## src/rtl/window_sum_ctrl_if.sv

```systemverilog
// rtl/window_sum_ctrl_if.sv - read bus between the window-sum sequencer and the diff-pixel buffer
interface window_sum_ctrl_if #(
  parameter int IDX_W = 4,
  parameter int PIX_W = 8
);
  logic             rd_en;
  logic [IDX_W-1:0] rd_row;
  logic [IDX_W-1:0] rd_col;
  logic [PIX_W-1:0] rd_data;

  modport master (output rd_en, output rd_row, output rd_col, input rd_data);
  modport slave  (input rd_en, input rd_row, input rd_col, output rd_data);
endinterface

```

## src/rtl/window_sum_ctrl.sv

```systemverilog
// rtl/window_sum_ctrl.sv - walks a WIN x WIN window one pixel per clock and publishes a saturated sum plus motion flag
module window_sum_ctrl #(
  parameter int WIN   = 11,
  parameter int PIX_W = 8,
  parameter int SUM_W = 16,
  parameter int IDX_W = 4
) (
  input  logic               clk,
  input  logic               reset,
  input  logic               start,
  input  logic               abort,
  input  logic [SUM_W-1:0]   thr,
  window_sum_ctrl_if.master  rd,
  output logic               busy,
  output logic               done,
  output logic [SUM_W-1:0]   sum_out,
  output logic               motion
);

  typedef enum logic [1:0] {IDLE, FETCH, DRAIN} state_t;

  localparam logic [IDX_W-1:0] LAST = IDX_W'(WIN - 1);

  state_t           state;
  logic             valid;
  logic [SUM_W-1:0] acc;
  logic [SUM_W-1:0] thr_l;
  logic [SUM_W-1:0] acc_next;

  function automatic logic [SUM_W-1:0] sat_add(input logic [SUM_W-1:0] a, input logic [PIX_W-1:0] b);
    logic [SUM_W:0] s;
    s = {1'b0, a} + {{(SUM_W + 1 - PIX_W){1'b0}}, b};
    return s[SUM_W] ? {SUM_W{1'b1}} : s[SUM_W-1:0];
  endfunction

  // Buffer data lags the strobe by one cycle, so valid qualifies what rd_data holds now.
  assign acc_next = sat_add(acc, rd.rd_data);

  always_ff @(posedge clk) begin
    if (reset) begin
      state     <= IDLE;
      valid     <= 1'b0;
      acc       <= '0;
      thr_l     <= '0;
      rd.rd_en  <= 1'b0;
      rd.rd_row <= '0;
      rd.rd_col <= '0;
      busy      <= 1'b0;
      done      <= 1'b0;
      sum_out   <= '0;
      motion    <= 1'b0;
    end else begin
      done  <= 1'b0;
      valid <= rd.rd_en;
      if (valid) acc <= acc_next;
      unique case (state)
        IDLE: begin
          if (start && !abort) begin
            acc       <= '0;
            thr_l     <= thr;
            rd.rd_row <= '0;
            rd.rd_col <= '0;
            rd.rd_en  <= 1'b1;
            busy      <= 1'b1;
            state     <= FETCH;
          end
        end
        FETCH: begin
          if (abort) begin
            rd.rd_en <= 1'b0;
            busy     <= 1'b0;
            valid    <= 1'b0;
            state    <= IDLE;
          end else if (rd.rd_col == LAST) begin
            rd.rd_col <= '0;
            if (rd.rd_row == LAST) begin
              rd.rd_en <= 1'b0;
              state    <= DRAIN;
            end else begin
              rd.rd_row <= rd.rd_row + 1'b1;
            end
          end else begin
            rd.rd_col <= rd.rd_col + 1'b1;
          end
        end
        DRAIN: begin
          if (abort) begin
            busy  <= 1'b0;
            valid <= 1'b0;
            state <= IDLE;
          end else begin
            sum_out <= acc_next;
            motion  <= (acc_next > thr_l);
            done    <= 1'b1;
            busy    <= 1'b0;
            state   <= IDLE;
          end
        end
        default: state <= IDLE;
      endcase
    end
  end

endmodule

```

## src/flat_wrapper.sv

```systemverilog
// flat-port wrapper written by rule: the top's interface ports become plain ports
module window_sum_ctrl_flat 
#(
  parameter int WIN   = 11,
  parameter int PIX_W = 8,
  parameter int SUM_W = 16,
  parameter int IDX_W = 4
)
  (clk, reset, start, abort, thr, busy, done, sum_out, motion, rd_rd_en, rd_rd_row, rd_rd_col, rd_rd_data);
  window_sum_ctrl_if #(.IDX_W(IDX_W), .PIX_W(PIX_W)) rd_i ();
  input  logic clk;
  input  logic reset;
  input  logic start;
  input  logic abort;
  input  logic [SUM_W-1:0] thr;
  output logic busy;
  output logic done;
  output logic [SUM_W-1:0] sum_out;
  output logic motion;
  output wire logic [$bits(rd_i.rd_en)-1:0] rd_rd_en;
  output wire logic [$bits(rd_i.rd_row)-1:0] rd_rd_row;
  output wire logic [$bits(rd_i.rd_col)-1:0] rd_rd_col;
  input wire logic [$bits(rd_i.rd_data)-1:0] rd_rd_data;
  assign rd_rd_en = rd_i.rd_en;
  assign rd_rd_row = rd_i.rd_row;
  assign rd_rd_col = rd_i.rd_col;
  assign rd_i.rd_data = rd_rd_data;
  window_sum_ctrl #(.WIN(WIN), .PIX_W(PIX_W), .SUM_W(SUM_W), .IDX_W(IDX_W)) u_core (.clk(clk), .reset(reset), .start(start), .abort(abort), .thr(thr), .rd(rd_i), .busy(busy), .done(done), .sum_out(sum_out), .motion(motion));
endmodule
```

## config.mk

```make
export PLATFORM = sky130hd
export DESIGN_NAME = window_sum_ctrl_flat
export DESIGN_NICKNAME = d
export VERILOG_FILES = /design/src/rtl/window_sum_ctrl_if.sv /design/src/rtl/window_sum_ctrl.sv /design/src/flat_wrapper.sv
export SDC_FILE = /design/constraint.sdc
export NUM_CORES = 1
export LEC_CHECK = 0
export CAP_MARGIN = 20
export CORE_ASPECT_RATIO = 1.2
export CORE_MARGIN = 3
export CORE_UTILIZATION = 46
export CTS_CLUSTER_SIZE = 12
export DETAILED_ROUTE_END_ITERATION = 10
export PLACE_DENSITY = 0.7
export SLEW_MARGIN = 20
export SYNTH_ARGS = -nofsm -noshare
export SYNTH_HDL_FRONTEND = slang
export SYNTH_SLANG_ARGS = --single-unit
```

## constraint.sdc

```tcl
create_clock -name clk -period 3.7 [get_ports clk]
set_input_delay 0.74 -clock clk [delete_from_list [all_inputs] [get_ports clk]]
set_output_delay 0.74 -clock clk [all_outputs]
set_load 0.1 [all_outputs]
```

; Word level (Yosys, flattened, before mapping)
; Cells that the tools add are included.
[classes]
add_sub_neg = 3
magnitude_cmp = 1
n_eq_ne = 11
mux = 27
bitwise_logic = 2
reduce_logical = 14
[ops]
columns = operator, n
row1 = 16-bit 2-to-1 mux, 4
row2 = 4-bit 2-to-1 mux, 6
row3 = 16-bit by 8-bit adder with 17-bit output, 1
row4 = 16-bit > comparator, 1
row5 = 4-bit one-hot mux with 2 select lines, 2
row6 = 3-bit AND reduction, 3
row7 = "4-bit by 1-bit adder with 4-bit output, second input constant", 2
row8 = "4-bit equality test, second input constant", 2
row9 = 1-bit 2-to-1 mux, 8
row10 = 2-bit 2-to-1 mux, 4
row11 = "2-bit != test, second input constant", 3
row12 = "3-bit by 2-bit != test with 1-bit output, second input constant", 2
row13 = 5-bit AND reduction, 1
row14 = "2-bit by 1-bit != test with 1-bit output, second input constant", 2
row15 = 2-bit one-hot mux with 2 select lines, 1
row16 = 2-bit AND reduction, 2
row17 = 4-bit AND reduction, 1
row18 = 2-bit OR reduction, 2
row19 = 1-bit one-hot mux with 3 select lines, 1
row20 = 3-bit nonzero test, 1
row21 = "2-bit by 1-bit equality test with 1-bit output, second input constant", 1
row22 = "2-bit equality test, second input constant", 1
row23 = 2-bit logical NOT, 1
row24 = 1-bit NOT, 2
row25 = other kinds (4), 4
[totals]
regBits = 63
in_bits = 28
out_inout_bits = 28
word_cells = 69

; Longest topological paths before layout
; Gate-level depths: netlist (run 1).
[logic_depth]
depth_word = 5
ltp_mapped = 15
depth_no_buf = 15

; Least setup slack after synthesis (run 1)
; No wires, ideal clock.
[synth_path]
kind = input to register
from = input port rd_rd_data[0]
to = register u_core.motion
setup_ns = 0.126
arrival_time_ns = 3.396
slack_ns = 0.178
stages = 15
cell_sequence = ha_1 -> fa_1 -> a211oi_2 -> nor3_4 -> o21ai_4 -> or3_4 -> buf_6 -> nand2_1 -> ha_1 -> a21oi_1 -> nor2_1 -> a2111oi_0 -> o21ai_0 -> o211ai_1 -> a31oi_1
[synth_via]
elab_chain_len = 3
[synth_rtl]
columns = element, line
row1 = from (decl), flat_wrapper.sv:23  ; input wire logic [$bits(rd_i.rd_data)-1:0] rd_rd_data;
row2 = 16-bit by 8-bit adder with 17-bit output, window_sum_ctrl.sv:32  ; s = {1'b0, a} + {{(SUM_W + 1 - PIX_W){1'b0}}, b};
row3 = 16-bit 2-to-1 mux, window_sum_ctrl.sv:33  ; return s[SUM_W] ? {SUM_W{1'b1}} : s[SUM_W-1:0];
row4 = via u_core.acc_next[9], window_sum_ctrl.sv:28  ; logic [SUM_W-1:0] acc_next;
row5 = 16-bit > comparator, window_sum_ctrl.sv:93  ; motion <= (acc_next > thr_l);
row6 = to (signal assigned), window_sum_ctrl.sv:93
row7 = to (decl), window_sum_ctrl.sv:17  ; output logic motion
; The timed path passes the listed nets, and every way through them passes these cells.
; A chain may end at the register's enable or synchronous reset.

; Final worst setup path (run 1)
[layout_path]
from = input port rd_rd_data[4]
to = register u_core.motion
; Same word-level chain as after synthesis.

==> results.rst, run 1 <==
.. list-table::
   :header-rows: 1

   * - Metric
     - Value
   * - Grt ovf
     - 0
   * - Routability congestion estimate from global placement
     - 0.874
   * - Effective utilization at floorplan
     - 0.478
   * - Final WS setup
     - 0.0540 ns
   * - Maximum level of the CTS H-tree
     - 3
   * - Fraction of registers with async set/reset
     - 0
   * - Post-layout minimum cycle time
     - 3.65 ns
   * - Clk Latency, worst-skew pair
     - 0.34 ns
   * - Clock tree root buffer cell
     - sky130_fd_sc_hd__clkbuf_8
   * - Routed via count
     - 3238
   * - Synth Net Count
     - 489
   * - Sink count of the clock tree
     - 63
   * - Power density over the cells
     - 466 mW/mm²
   * - WL/cell
     - 13.9 µm
   * - Leading cell type in the layout, fill and taps excluded
     - sky130_fd_sc_hd__dfxtp_1
   * - Die Area
     - 0.00868 mm²
   * - Flop and latch count out of synthesis
     - 63
   * - Maxcap violations
     - 0
   * - Min-delay worst type
     - reg -> reg
   * - Final worst clock skew
     - 0.00646 ns
   * - Slew HR
     - 0.346
   * - Cell Area, Synth
     - 0.00349 mm²
   * - Cells along the critical path
     - clkdlybuf4s50_1 -> ha_1 -> and2_1 -> a221oi_2 -> a21o_1 -> a21boi_0 -> xnor2_1 -> nand2_1 -> ha_1 -> a21oi_1 -> nor2_1 -> a2111oi_0 -> o21ai_0 -> o211ai_1 -> a31oi_1
   * - Number of nets with antenna violations after routing
     - 0
   * - Number of fillers in the final layout
     - 650
   * - Library cell contributing the largest single delay on the critical path
     - sky130_fd_sc_hd__clkdlybuf4s50_1
   * - GRT Util Overall
     - 0.205
   * - Layout cells sized above 1
     - 0.143
   * - Global-route wire length before repair
     - 14.4 mm
   * - Xor-xnor portion of the synthesized cell area
     - 0.0376
   * - Final standard cell count with taps included and fillers excluded
     - 614
   * - Clock slew at reported path FFs
     - 0.07 ns
   * - Total instance count after detailed placement
     - 595
   * - Antenna cells
     - 0
   * - Utilization after layout
     - 0.639
   * - Final Hold Vio Count
     - 0
   * - Mean post-synth cell area
     - 8.16 µm²
   * - Most Frequent Cell on Critical Path
     - sky130_fd_sc_hd__ha_1
   * - Setup WS pre-CTS
     - -0.302 ns
   * - Post-CTS Hold Fix Bufs
     - 0
   * - Drt initial violations
     - 127
   * - Core box area
     - 0.00732 mm²
   * - Measured slew at the worst slew-check pin
     - 0.978 ns
   * - Die W
     - 85.6 µm
   * - Highest-count cells in the layout ignoring fill and taps
     - sky130_fd_sc_hd__dfxtp_1, sky130_fd_sc_hd__nand2_1, sky130_fd_sc_hd__clkdlybuf4s50_1
   * - Count of buffers from port buffering
     - 55
   * - Type of the setup path with the least slack
     - in -> reg
   * - Largest driver fanout on the critical path
     - 3
   * - Fraction of the yosys area taken by sequential cells
     - 0.361
   * - Arrival time at the worst endpoint
     - 3.87 ns
   * - Number of buffers created by CTS
     - 9
   * - Number of enable-type register cells in the synthesized netlist
     - 0
   * - Standby leakage power
     - 0.00191 µW
   * - Final count of negative-setup-slack endpoints
     - 0
   * - Outcome
     - completed
   * - Proportion of synthesized area in mux cells
     - 0.00573
   * - Flip-flop cell with the highest count after synthesis
     - sky130_fd_sc_hd__dfxtp_1
   * - Number of slew-limit violations in the final report
     - 0
   * - Count of unique library cells instantiated by Yosys
     - 49
   * - Vias per inst
     - 5.27
   * - Via count of the first global-routing pass
     - 3247
   * - Endpoint required time on the critical path
     - 3.93 ns
   * - Share of the synthesized area in compound gates (AO/OA/AOI/OAI)
     - 0.202
   * - Number of synthesis warnings
     - 0
   * - Simple-gate share of the synthesized area
     - 0.220
   * - Dominant combinational cell family by area after synthesis
     - simple AND/OR/NAND/NOR gates
   * - Initial antenna violation count
     - 0
   * - Post-synthesis instance total
     - 428
   * - Worst setup EP type
     - flip-flop
   * - Post-route DRC
     - 0
   * - Sum of routed wire length over all layers
     - 8.56 mm
   * - TritonCTS clock tree
     - done
   * - Slowest Stage Delay on Critical Path
     - 0.40 ns
   * - Number of standard-cell rows in the floorplan
     - 34
   * - Placed wire-length estimate after detailed placement
     - 6.50 mm
   * - Max clock buf depth
     - 2
   * - Post-Synth Adder-Cell Area
     - 0.120
   * - Maximum number of pins on one net before global-route repair
     - 33
   * - Max VDD drop
     - 0.330 mV
   * - Die boundary height
     - 101 µm
   * - Achievable frequency
     - 274 MHz
   * - Nets@finish
     - 581
   * - TritonRoute pass-1 iters
     - 4
   * - Portion of the clock cycle consumed by the worst path in the final layout
     - 0.985
   * - Layout overhead on the synthesized area
     - 33.7%
   * - Ports placed on the boundary
     - 56
   * - Kind of launch point of the worst setup path
     - input port
==> cells by family after synthesis <==
group / Yosys count
adders and majority gates: 33
xor gates and xnor gates: 15
buffers and inverters: 48
muxes: 2
DFF: 63
AOI/OAI and AO/OA: 112
and+or+nand+nor: 155
==> worst paths after layout <==
| kind | slack [ns] | endpoint | startpoint | cells after the start |
|---|---|---|---|---|
| min | 0.46 | u_core.sum_out[10] | u_core.sum_out[10] | 2 |
| max reg2reg | 0.56 | u_core.motion | u_core.acc[4] | 14 |
| max | 0.05 | u_core.motion | rd_rd_data[4] | 15 |
| min reg2reg | 0.46 | u_core.sum_out[10] | u_core.sum_out[10] | 2 |
==> state kept, by name, summed over array words and instances (netlist names) <==
| register | cells |
|---|---|
| u_core.valid | 1 |
| u_core.sum_out | 16 |
| u_core.rd.rd_col | 4 |
| u_core.done | 1 |
| u_core.rd.rd_en | 1 |
| u_core.rd.rd_row | 4 |
| u_core.state | 2 |
| u_core.thr_l | 16 |
| u_core.motion | 1 |
| u_core.busy | 1 |
| u_core.acc | 16 |
==> Yosys cell counts (2+ instances only) <==
library cell,instances,area share
sky130_fd_sc_hd__o21a_1,3,0.0064
sky130_fd_sc_hd__nor3_2,3,0.0086
sky130_fd_sc_hd__nand3b_1,4,0.0086
sky130_fd_sc_hd__a21oi_1,51,0.073
sky130_fd_sc_hd__a31oi_1,3,0.0054
sky130_fd_sc_hd__o21ai_0,18,0.026
sky130_fd_sc_hd__ha_1,32,0.11
sky130_fd_sc_hd__mux2i_1,2,0.0057
sky130_fd_sc_hd__xor2_1,6,0.015
sky130_fd_sc_hd__xnor2_1,9,0.023
sky130_fd_sc_hd__a21o_1,4,0.0086
sky130_fd_sc_hd__a211oi_2,3,0.011
sky130_fd_sc_hd__and2_1,7,0.013
sky130_fd_sc_hd__a311oi_1,5,0.013
sky130_fd_sc_hd__dfxtp_1,63,0.36
sky130_fd_sc_hd__nor2_1,42,0.045
sky130_fd_sc_hd__clkbuf_1,17,0.018
sky130_fd_sc_hd__a211oi_1,11,0.024
sky130_fd_sc_hd__nand4_1,7,0.013
sky130_fd_sc_hd__and4_1,4,0.010
sky130_fd_sc_hd__nor3b_1,2,0.0043
sky130_fd_sc_hd__nor3_1,7,0.010
sky130_fd_sc_hd__inv_1,29,0.031
sky130_fd_sc_hd__o21bai_1,3,0.0064
sky130_fd_sc_hd__nor2b_1,7,0.013
sky130_fd_sc_hd__nand3_1,3,0.0043
sky130_fd_sc_hd__nand2b_1,2,0.0036
sky130_fd_sc_hd__nand2_1,56,0.060
sky130_fd_sc_hd__nor4_1,3,0.0054
sky130_fd_sc_hd__and3_1,2,0.0036
sky130_fd_sc_hd__and3b_1,2,0.0050
==> report_power, final <==
group	internal, µW	leakage (µW)	total (µW)	switching [µW]
combinational	254	0.00128	706	452
clock	430	0.000118	695	265
sequential	733	0.000512	775	41.9
total	1420	0.00191	2180	759
==> area by class of cell <==
type | count | area, µm² | share of cell area
flip-flops and latches | 63 | 1260 | 0.270
clock inverters | 3 | 65.1 | 0.0139
multi-input cells | 317 | 2070 | 0.443
well taps | 90 | 113 | 0.0241
repair buffers | 100 | 888 | 0.190
inverters | 29 | 109 | 0.0233
clock buffers | 12 | 165 | 0.0354
==> stage by stage <==
step / instance area, µm² / hold WS, ns / power [µW] / setup TNS, ns
after floorplan: 3490 / 0.436 / 1270 / 0
after global placement: 4390 / 0.442 / 1470 / -0.190
after detailed placement: 4390 / 0.447 / 1490 / -0.302
after CTS: 4620 / 0.456 / 2180 / 0
after global routing: 4670 / 0.469 / 2290 / -0.0658
final: 4670 / 0.455 / 2180 / 0
==> worst max-delay path, delay by kind of cell <==
family / cells / cell delay (ns)
adder cells (fa/ha/maj): 2 / 0.64
buffers and inverters: 1 / 0.40
AO/OA/AOI/OAI: 8 / 1.50
AND/OR/NAND/NOR: 3 / 0.34
XOR/XNOR: 1 / 0.25
==> per-layer routing <==
layer  GRT usage  part of all wire
met3      0.0415             0.046
met1       0.260              0.46
met5           0                 0
met2       0.346              0.48
met4      0.0755             0.014
==> repair_timing <==
item	4_1_cts	5_1_grt
setup buffers	0	4
setup endpoints to repair	0	1
gates resized for setup	0	4
Power figures use the tool's default switching activity.
==> run 2, diff against run 1 <==
--- a/config.mk
+++ b/config.mk
@@ -5,9 +5,10 @@
 export SDC_FILE = /design/constraint.sdc
 export NUM_CORES = 1
 export LEC_CHECK = 0
+export ABC_CLOCK_PERIOD_IN_PS = 3700
 export CAP_MARGIN = 20
 export CORE_ASPECT_RATIO = 1.2
-export CORE_MARGIN = 3
+export CORE_MARGIN = 5
 export CORE_UTILIZATION = 46
 export CTS_CLUSTER_SIZE = 12
 export DETAILED_ROUTE_END_ITERATION = 10
==> results.rst, run 2 (synthesized netlist as in run 1, its figures left out) <==
.. list-table::
   :header-rows: 1

   * - Metric
     - Value
   * - Outcome
     - completed (unchanged)
   * - Length in cells of the worst reg-to-reg path
     - 14 (unchanged)
   * - Kind of launch point of the worst setup path
     - input port (unchanged)
   * - Reg-to-reg startpoint
     - u_core.acc[4] (unchanged)
   * - Global-route wire length before repair
     - 14.7 mm (was 14.4 mm)
   * - Net Sw Frac
     - 0.363 (was 0.349)
   * - Via count of the first global-routing pass
     - 3233 (was 3247)
   * - Routability congestion estimate from global placement
     - 0.853 (was 0.874)
   * - TritonCTS clock tree
     - done (unchanged)
   * - GRT Util Overall
     - 0.197 (was 0.205)
   * - WL/cell
     - 14.6 µm (was 13.9 µm)
   * - Worst Hold Launch
     - u_core.thr_l[9] (was u_core.sum_out[10])
   * - Relative contribution of the clock network to total power
     - 0.297 (was 0.320)
   * - Die boundary height
     - 105 µm (was 101 µm)
   * - Achievable frequency
     - 282 MHz (was 274 MHz)
   * - WHS
     - 0.455 ns (about the same)
   * - Part of the total power dissipated in combinational logic
     - 0.337 (was 0.324)
   * - Internal reg-to-reg setup slack
     - 0.66 ns (was 0.56 ns)
   * - Post-route DRC
     - 0 (unchanged)
   * - Antenna cells
     - 0 (unchanged)
   * - Type of the setup path with the least slack
     - in -> reg (unchanged)
   * - Maximum number of pins on one net before global-route repair
     - 33 (unchanged)
   * - Highest-count cells in the layout ignoring fill and taps
     - sky130_fd_sc_hd__dfxtp_1, sky130_fd_sc_hd__nand2_1, sky130_fd_sc_hd__clkdlybuf4s50_1 (unchanged)
   * - Die W
     - 89.6 µm (was 85.6 µm)
   * - Worst reg2reg path endpoint
     - u_core.motion (unchanged)
   * - Maxcap violations
     - 0 (unchanged)
   * - Max VDD drop
     - 0.359 mV (was 0.330 mV)
   * - Max clock buf depth
     - 2 (unchanged)
   * - Leading cell type in the layout, fill and taps excluded
     - sky130_fd_sc_hd__dfxtp_1 (unchanged)
   * - Ports placed on the boundary
     - 56 (unchanged)
   * - Setup WS pre-CTS
     - -0.331 ns (was -0.302 ns)
   * - Endpoint required time on the critical path
     - 3.93 ns (about the same)
   * - Sequential power share
     - 0.366 (was 0.356)
   * - TritonRoute pass-1 iters
     - 4 (unchanged)
   * - Grt ovf
     - 0 (unchanged)
   * - Layout overhead on the synthesized area
     - 33.2% (was 33.7%)
   * - Final Hold Vio Count
     - 0 (unchanged)
   * - Final worst clock skew
     - 0.00395 ns (was 0.00646 ns)
   * - Slowest Stage Delay on Critical Path
     - 0.40 ns (about the same)
   * - Cells along the critical path
     - clkdlybuf4s50_1 -> ha_1 -> and2_1 -> a221oi_2 -> a21o_1 -> a21boi_1 -> xnor2_1 -> nand2_1 -> ha_1 -> a21oi_1 -> nor2_1 -> a2111oi_2 -> o21ai_1 -> o211ai_1 -> a31oi_1 (was clkdlybuf4s50_1 -> ha_1 -> and2_1 -> a221oi_2 -> a21o_1 -> a21boi_0 -> xnor2_1 -> nand2_1 -> ha_1 -> a21oi_1 -> nor2_1 -> a2111oi_0 -> o21ai_0 -> o211ai_1 -> a31oi_1)
   * - Core box area
     - 0.00732 mm² (unchanged)
   * - Nets@finish
     - 579 (was 581)
   * - Effective utilization at floorplan
     - 0.478 (unchanged)
   * - Largest registers in the final layout
     - u_core.acc (16), u_core.sum_out (16), u_core.thr_l (16) (unchanged)
   * - Vias per inst
     - 5.34 (was 5.27)
   * - Worst setup EP type
     - flip-flop (unchanged)
   * - Sum of routed wire length over all layers
     - 8.97 mm (was 8.56 mm)
   * - Slew HR
     - 0.334 (was 0.346)
   * - Number of nets with antenna violations after routing
     - 0 (unchanged)
   * - Final WS setup
     - 0.158 ns (was 0.0540 ns)
   * - Power density over the cells
     - 456 mW/mm² (was 466 mW/mm²)
   * - Min-delay worst type
     - reg -> reg (unchanged)
   * - Post-route cell area
     - 0.00466 mm² (was 0.00467 mm²)
   * - Measured slew at the worst slew-check pin
     - 0.997 ns (was 0.978 ns)
   * - Clk Latency, worst-skew pair
     - 0.34 ns (about the same)
   * - Routed via count
     - 3271 (was 3238)
   * - Library cell contributing the largest single delay on the critical path
     - sky130_fd_sc_hd__clkdlybuf4s50_1 (unchanged)
   * - Clock tree root buffer cell
     - sky130_fd_sc_hd__clkbuf_8 (unchanged)
   * - Internal Dissipation
     - 1350 µW (was 1420 µW)
   * - Number of buffers created by CTS
     - 9 (unchanged)
   * - Largest driver fanout on the critical path
     - 4 (was 3)
   * - Maximum level of the CTS H-tree
     - 3 (unchanged)
   * - Post-layout minimum cycle time
     - 3.54 ns (was 3.65 ns)
   * - Number of standard-cell rows in the floorplan
     - 34 (unchanged)
   * - Setup repair after global routing missed its margin
     - no
   * - Arrival time at the worst endpoint
     - 3.77 ns (was 3.87 ns)
   * - Worst Hold Path EP
     - u_core.thr_l[9] (was u_core.sum_out[10])
   * - Clock slew at reported path FFs
     - 0.07 ns (about the same)
   * - Count of buffers from port buffering
     - 55 (unchanged)
   * - Number of slew-limit violations in the final report
     - 0 (unchanged)
   * - Initial antenna violation count
     - 0 (unchanged)
   * - Die Area
     - 0.00945 mm² (was 0.00868 mm²)
   * - Layout cells sized above 1
     - 0.141 (was 0.143)
   * - Placed cell area
     - 0.00440 mm² (was 0.00439 mm²)
   * - Sink count of the clock tree
     - 63 (unchanged)
   * - Standby leakage power
     - 0.00190 µW (was 0.00191 µW)
   * - Drt initial violations
     - 194 (was 127)
   * - Final setup TNS
     - 0 ns (unchanged)
   * - Overall power after layout
     - 2120 µW (was 2180 µW)
   * - Switch Pwr
     - 769 µW (was 759 µW)
   * - Most Frequent Cell on Critical Path
     - sky130_fd_sc_hd__ha_1 (unchanged)
   * - Placed wire-length estimate after detailed placement
     - 6.81 mm (was 6.50 mm)
   * - Portion of the clock cycle consumed by the worst path in the final layout
     - 0.957 (was 0.985)
   * - Final count of negative-setup-slack endpoints
     - 0 (unchanged)
   * - Hold Path Cell Cnt
     - 2 (unchanged)
==> run 2: how the worst max path moves through the flow <==
stage                        startpoint             to  slack (ns)  cells past startpoint
after floorplan           rd_rd_data[0]  u_core.motion        0.18                     15
after global placement    rd_rd_data[4]  u_core.motion       -0.20                     15
after detailed placement  rd_rd_data[4]  u_core.motion       -0.33                     15
after CTS                 rd_rd_data[0]  u_core.motion        0.02                     15
after global routing      rd_rd_data[0]  u_core.motion       0.006                     16
final                     rd_rd_data[4]  u_core.motion        0.16                     15
==> run 2: layout make-up <==
| type | count | area [µm²] |
|---|---|---|
| Fill cell | 681 | 2660 |
| Multi-Input combinational cell | 317 | 2080 |
| Sequential cell | 63 | 1260 |
| Timing Repair Buffer | 98 | 886 |
| Clock buffer | 13 | 169 |
| Tap cell | 90 | 113 |
| Inverter | 29 | 109 |
| Clock inverter | 3 | 40.0 |
==> run 2: layer usage <==
| metal | wire [µm] | global-route usage |
|---|---|---|
| met1 | 3960 | 0.253 |
| met2 | 4450 | 0.322 |
| met3 | 410 | 0.0414 |
| met4 | 153 | 0.0713 |
| met5 | 0 | 0 |
==> run 2: critical path: cells and delay by family <==
| family | cells | cell delay (ns) |
|---|---|---|
| AOI/OAI and AO/OA | 8 | 1.41 |
| and+or+nand+nor | 3 | 0.36 |
| adders and majority gates | 2 | 0.63 |
| buffers and inverters | 1 | 0.40 |
| xor gates and xnor gates | 1 | 0.20 |
==> run 2: repair_timing <==
item,in CTS,in global routing
setup buffers,0,2
setup endpoints to repair,0,1
gates resized for setup,0,10
hold buffers,0,0
hold endpoints to repair,0,0
==> run 2: power by group through the flow <==
stage	Clock [µW]	Combinational, µW	Sequential (µW)
6_report	631	716	776
5_1_grt	674	775	784
4_1_cts	643	708	776
3_5_place_dp	0	703	790
3_3_place_gp	0	688	788
2_1_floorplan	0	288	977
==> run 2: metrics by stage <==
step / utilization / instances
after floorplan: - / 428
final: 0.636 / 613
after CTS: 0.630 / 611
after global placement: 0.602 / 595
after global routing: 0.636 / 613
after detailed placement: 0.602 / 595
==> run 3, diff against run 2 <==
--- a/config.mk
+++ b/config.mk
@@ -9,10 +9,11 @@
 export CAP_MARGIN = 20
 export CORE_ASPECT_RATIO = 1.2
 export CORE_MARGIN = 5
-export CORE_UTILIZATION = 46
+export CORE_UTILIZATION = 40
 export CTS_CLUSTER_SIZE = 12
 export DETAILED_ROUTE_END_ITERATION = 10
-export PLACE_DENSITY = 0.7
+export MAX_ROUTING_LAYER = met4
+export PLACE_DENSITY = 0.62
 export SLEW_MARGIN = 20
 export SYNTH_ARGS = -nofsm -noshare
 export SYNTH_HDL_FRONTEND = slang
==> results.rst, run 3 (synthesized netlist as in run 1, its figures left out) <==
.. list-table::
   :header-rows: 1

   * - Metric
     - Value
   * - Outcome
     - completed (unchanged)
   * - Number of standard-cell rows in the floorplan
     - 37 (was 34)
   * - Count of buffers from port buffering
     - 55 (unchanged)
   * - Vias per inst
     - 4.99 (was 5.34)
   * - Final setup TNS
     - 0 ns (unchanged)
   * - Switch Pwr
     - 761 µW (was 769 µW)
   * - Arrival time at the worst endpoint
     - 3.79 ns (was 3.77 ns)
   * - Total instance count after detailed placement
     - 625 (was 595)
   * - Sequential power share
     - 0.373 (was 0.366)
   * - Nets@finish
     - 583 (was 579)
   * - Post-route cell area
     - 0.00469 mm² (was 0.00466 mm²)
   * - Clock tree root buffer cell
     - sky130_fd_sc_hd__clkbuf_8 (unchanged)
   * - Effective utilization at floorplan
     - 0.408 (was 0.478)
   * - Grt ovf
     - 0 (unchanged)
   * - Endpoint required time on the critical path
     - 3.93 ns (about the same)
   * - Max clock buf depth
     - 2 (unchanged)
   * - Via count of the first global-routing pass
     - 3223 (was 3233)
   * - Clock slew at reported path FFs
     - 0.08 ns (was 0.07 ns)
   * - Clk Latency, worst-skew pair
     - 0.34 ns (about the same)
   * - Post-layout minimum cycle time
     - 3.55 ns (was 3.54 ns)
   * - Internal Dissipation
     - 1320 µW (was 1350 µW)
   * - Global-route wire length before repair
     - 15.0 mm (was 14.7 mm)
   * - Power density over the cells
     - 443 mW/mm² (was 456 mW/mm²)
   * - Met1 Resource Use GR
     - 0.227 (was 0.253)
   * - Largest driver fanout on the critical path
     - 4 (unchanged)
   * - Utilization after layout
     - 0.547 (was 0.636)
   * - Final Hold Vio Count
     - 0 (unchanged)
   * - Largest registers in the final layout
     - u_core.acc (16), u_core.sum_out (16), u_core.thr_l (16) (unchanged)
   * - Part of the total power dissipated in combinational logic
     - 0.342 (was 0.337)
   * - Kind of launch point of the worst setup path
     - input port (unchanged)
   * - Placed cell area
     - 0.00445 mm² (was 0.00440 mm²)
   * - Crit. Startpoint
     - rd_rd_data[4] (unchanged)
   * - Leading cell type in the layout, fill and taps excluded
     - sky130_fd_sc_hd__dfxtp_1 (unchanged)
   * - Routed via count
     - 3215 (was 3271)
   * - Ports placed on the boundary
     - 56 (unchanged)
   * - Number of nets with antenna violations after routing
     - 0 (unchanged)
   * - Placed wire-length estimate after detailed placement
     - 6.74 mm (was 6.81 mm)
   * - Antenna cells
     - 0 (unchanged)
   * - Portion of the clock cycle consumed by the worst path in the final layout
     - 0.960 (was 0.957)
   * - Number of buffers created by CTS
     - 9 (unchanged)
   * - Layout overhead on the synthesized area
     - 34.2% (was 33.2%)
   * - Worst setup EP type
     - flip-flop (unchanged)
   * - Final WS setup
     - 0.147 ns (was 0.158 ns)
   * - Met3 usage in global routing
     - 0.0389 (was 0.0414)
   * - Routability congestion estimate from global placement
     - 0.905 (was 0.853)
   * - Setup WS pre-CTS
     - -0.298 ns (was -0.331 ns)
   * - Global-route met2 utilization
     - 0.282 (was 0.322)
   * - TritonRoute pass-1 iters
     - 4 (unchanged)
   * - Slowest Stage Delay on Critical Path
     - 0.40 ns (about the same)
   * - Library cell contributing the largest single delay on the critical path
     - sky130_fd_sc_hd__clkdlybuf4s50_1 (unchanged)
   * - Slew HR
     - 0.308 (was 0.334)
   * - Min-delay worst type
     - reg -> reg (unchanged)
   * - Sum of routed wire length over all layers
     - 8.92 mm (was 8.97 mm)
   * - GRT Util Overall
     - 0.180 (was 0.197)
   * - Most crowded layer after global routing
     - met2 (unchanged)
   * - Layout cells sized above 1
     - 0.146 (was 0.141)
   * - Highest-count cells in the layout ignoring fill and taps
     - sky130_fd_sc_hd__dfxtp_1, sky130_fd_sc_hd__nand2_1, sky130_fd_sc_hd__clkdlybuf4s50_1 (unchanged)
   * - Max VDD drop
     - 0.286 mV (was 0.359 mV)
   * - Maxcap violations
     - 0 (unchanged)
   * - Net Sw Frac
     - 0.366 (was 0.363)
   * - Maximum level of the CTS H-tree
     - 3 (unchanged)
   * - Cells along the critical path
     - clkdlybuf4s50_1 -> ha_1 -> and2_1 -> a221oi_2 -> a21o_1 -> a21boi_1 -> xnor2_1 -> nand2_1 -> ha_1 -> a21oi_1 -> nor2_1 -> a2111oi_2 -> o21ai_1 -> o211ai_1 -> a31oi_1 (unchanged)
   * - Top cell family by delay on the critical path
     - compound AO/OA/AOI/OAI gates (unchanged)
   * - WL/cell
     - 13.8 µm (was 14.6 µm)
   * - Type of the setup path with the least slack
     - in -> reg (unchanged)
   * - Maximum number of pins on one net before global-route repair
     - 33 (unchanged)
   * - Post-route DRC
     - 0 (unchanged)
   * - Sink count of the clock tree
     - 63 (unchanged)
   * - Relative contribution of the clock network to total power
     - 0.285 (was 0.297)
   * - Die W
     - 95.3 µm (was 89.6 µm)
   * - Measured slew at the worst slew-check pin
     - 1.04 ns (was 0.997 ns)
   * - Most Frequent Cell on Critical Path
     - sky130_fd_sc_hd__ha_1 (unchanged)
   * - Number of buffer and inverter instances along the worst setup path
     - 1 (unchanged)
   * - Drt initial violations
     - 133 (was 194)
   * - Standby leakage power
     - 0.00191 µW (was 0.00190 µW)
   * - Die Area
     - 0.0107 mm² (was 0.00945 mm²)
   * - Final standard cell count with taps included and fillers excluded
     - 644 (was 613)
   * - Worst Hold Launch
     - u_core.thr_l[15] (was u_core.thr_l[9])
   * - Final worst clock skew
     - 0.0110 ns (was 0.00395 ns)
   * - Initial antenna violation count
     - 0 (unchanged)
   * - Final count of negative-setup-slack endpoints
     - 0 (unchanged)
   * - Number of slew-limit violations in the final report
     - 0 (unchanged)
   * - Core box area
     - 0.00856 mm² (was 0.00732 mm²)
   * - Reg-to-reg startpoint
     - u_core.acc[4] (unchanged)
   * - Achievable frequency
     - 281 MHz (was 282 MHz)
   * - TritonCTS clock tree
     - done (unchanged)
   * - Die boundary height
     - 112 µm (was 105 µm)
## run 3: cell types whose count changed in the layout (fill, tap and decap cells not counted), sizes merged
cell	delta
buf	+4
clkbuf	-1
clkinv	+1
## run 3: worst register-to-register path, stage by stage (launching register included)
cell	delay, ns
sky130_fd_sc_hd__dfxtp_1	0.32
sky130_fd_sc_hd__ha_1	0.33
sky130_fd_sc_hd__and2_1	0.20
sky130_fd_sc_hd__a221oi_2	0.25
sky130_fd_sc_hd__a21o_1	0.23
sky130_fd_sc_hd__a21boi_1	0.12
sky130_fd_sc_hd__xnor2_1	0.24
sky130_fd_sc_hd__nand2_1	0.10
sky130_fd_sc_hd__ha_1	0.30
sky130_fd_sc_hd__a21oi_1	0.14
sky130_fd_sc_hd__nor2_1	0.07
sky130_fd_sc_hd__a2111oi_2	0.34
sky130_fd_sc_hd__o21ai_1	0.12
sky130_fd_sc_hd__o211ai_1	0.10
sky130_fd_sc_hd__a31oi_1	0.09
## run 3: worst paths after layout
kind | to | slack (ns) | depth (start not counted)
max | u_core.motion | 0.15 | 15
max reg2reg | u_core.motion | 0.66 | 14
min reg2reg | u_core.thr_l[15] | 0.45 | 2
min | u_core.thr_l[15] | 0.45 | 2
## run 3: area by class of cell
class	instances	area, µm²
multi-input combinational	317	2080
timing repair buffer	102	903
sequential	63	1260
inverter	29	109
clock buffer	12	145
clock inverter	4	45.0
tap	117	146
fill	810	3880
## run 3: routing by layer
layer,share of wire,vias to the layer above
li1,-,1676
met1,0.46,1460
met2,0.48,70
met3,0.043,9
met4,0.012,0
met5,0,-
## run 3: stage by stage
step	power (µW)	hold WS [ns]
after floorplan	1270	0.436
after global placement	1480	0.446
after detailed placement	1490	0.447
after CTS	2090	0.457
after global routing	2200	0.474
final	2080	0.455
## run 3: power by group through the flow
stage	Combinational (µW)	Sequential, µW	Clock [µW]
3_3_place_gp	694	788	0
6_report	711	776	591
4_1_cts	704	776	607
2_1_floorplan	288	977	0
3_5_place_dp	701	791	0
5_1_grt	780	783	638
## run 3: timing repair
| item | CTS | global route |
|---|---|---|
| setup endpoints to repair | 0 | 1 |
| hold buffers | 0 | 0 |
| resized for setup | 0 | 9 |
| setup buffers | 0 | 3 |
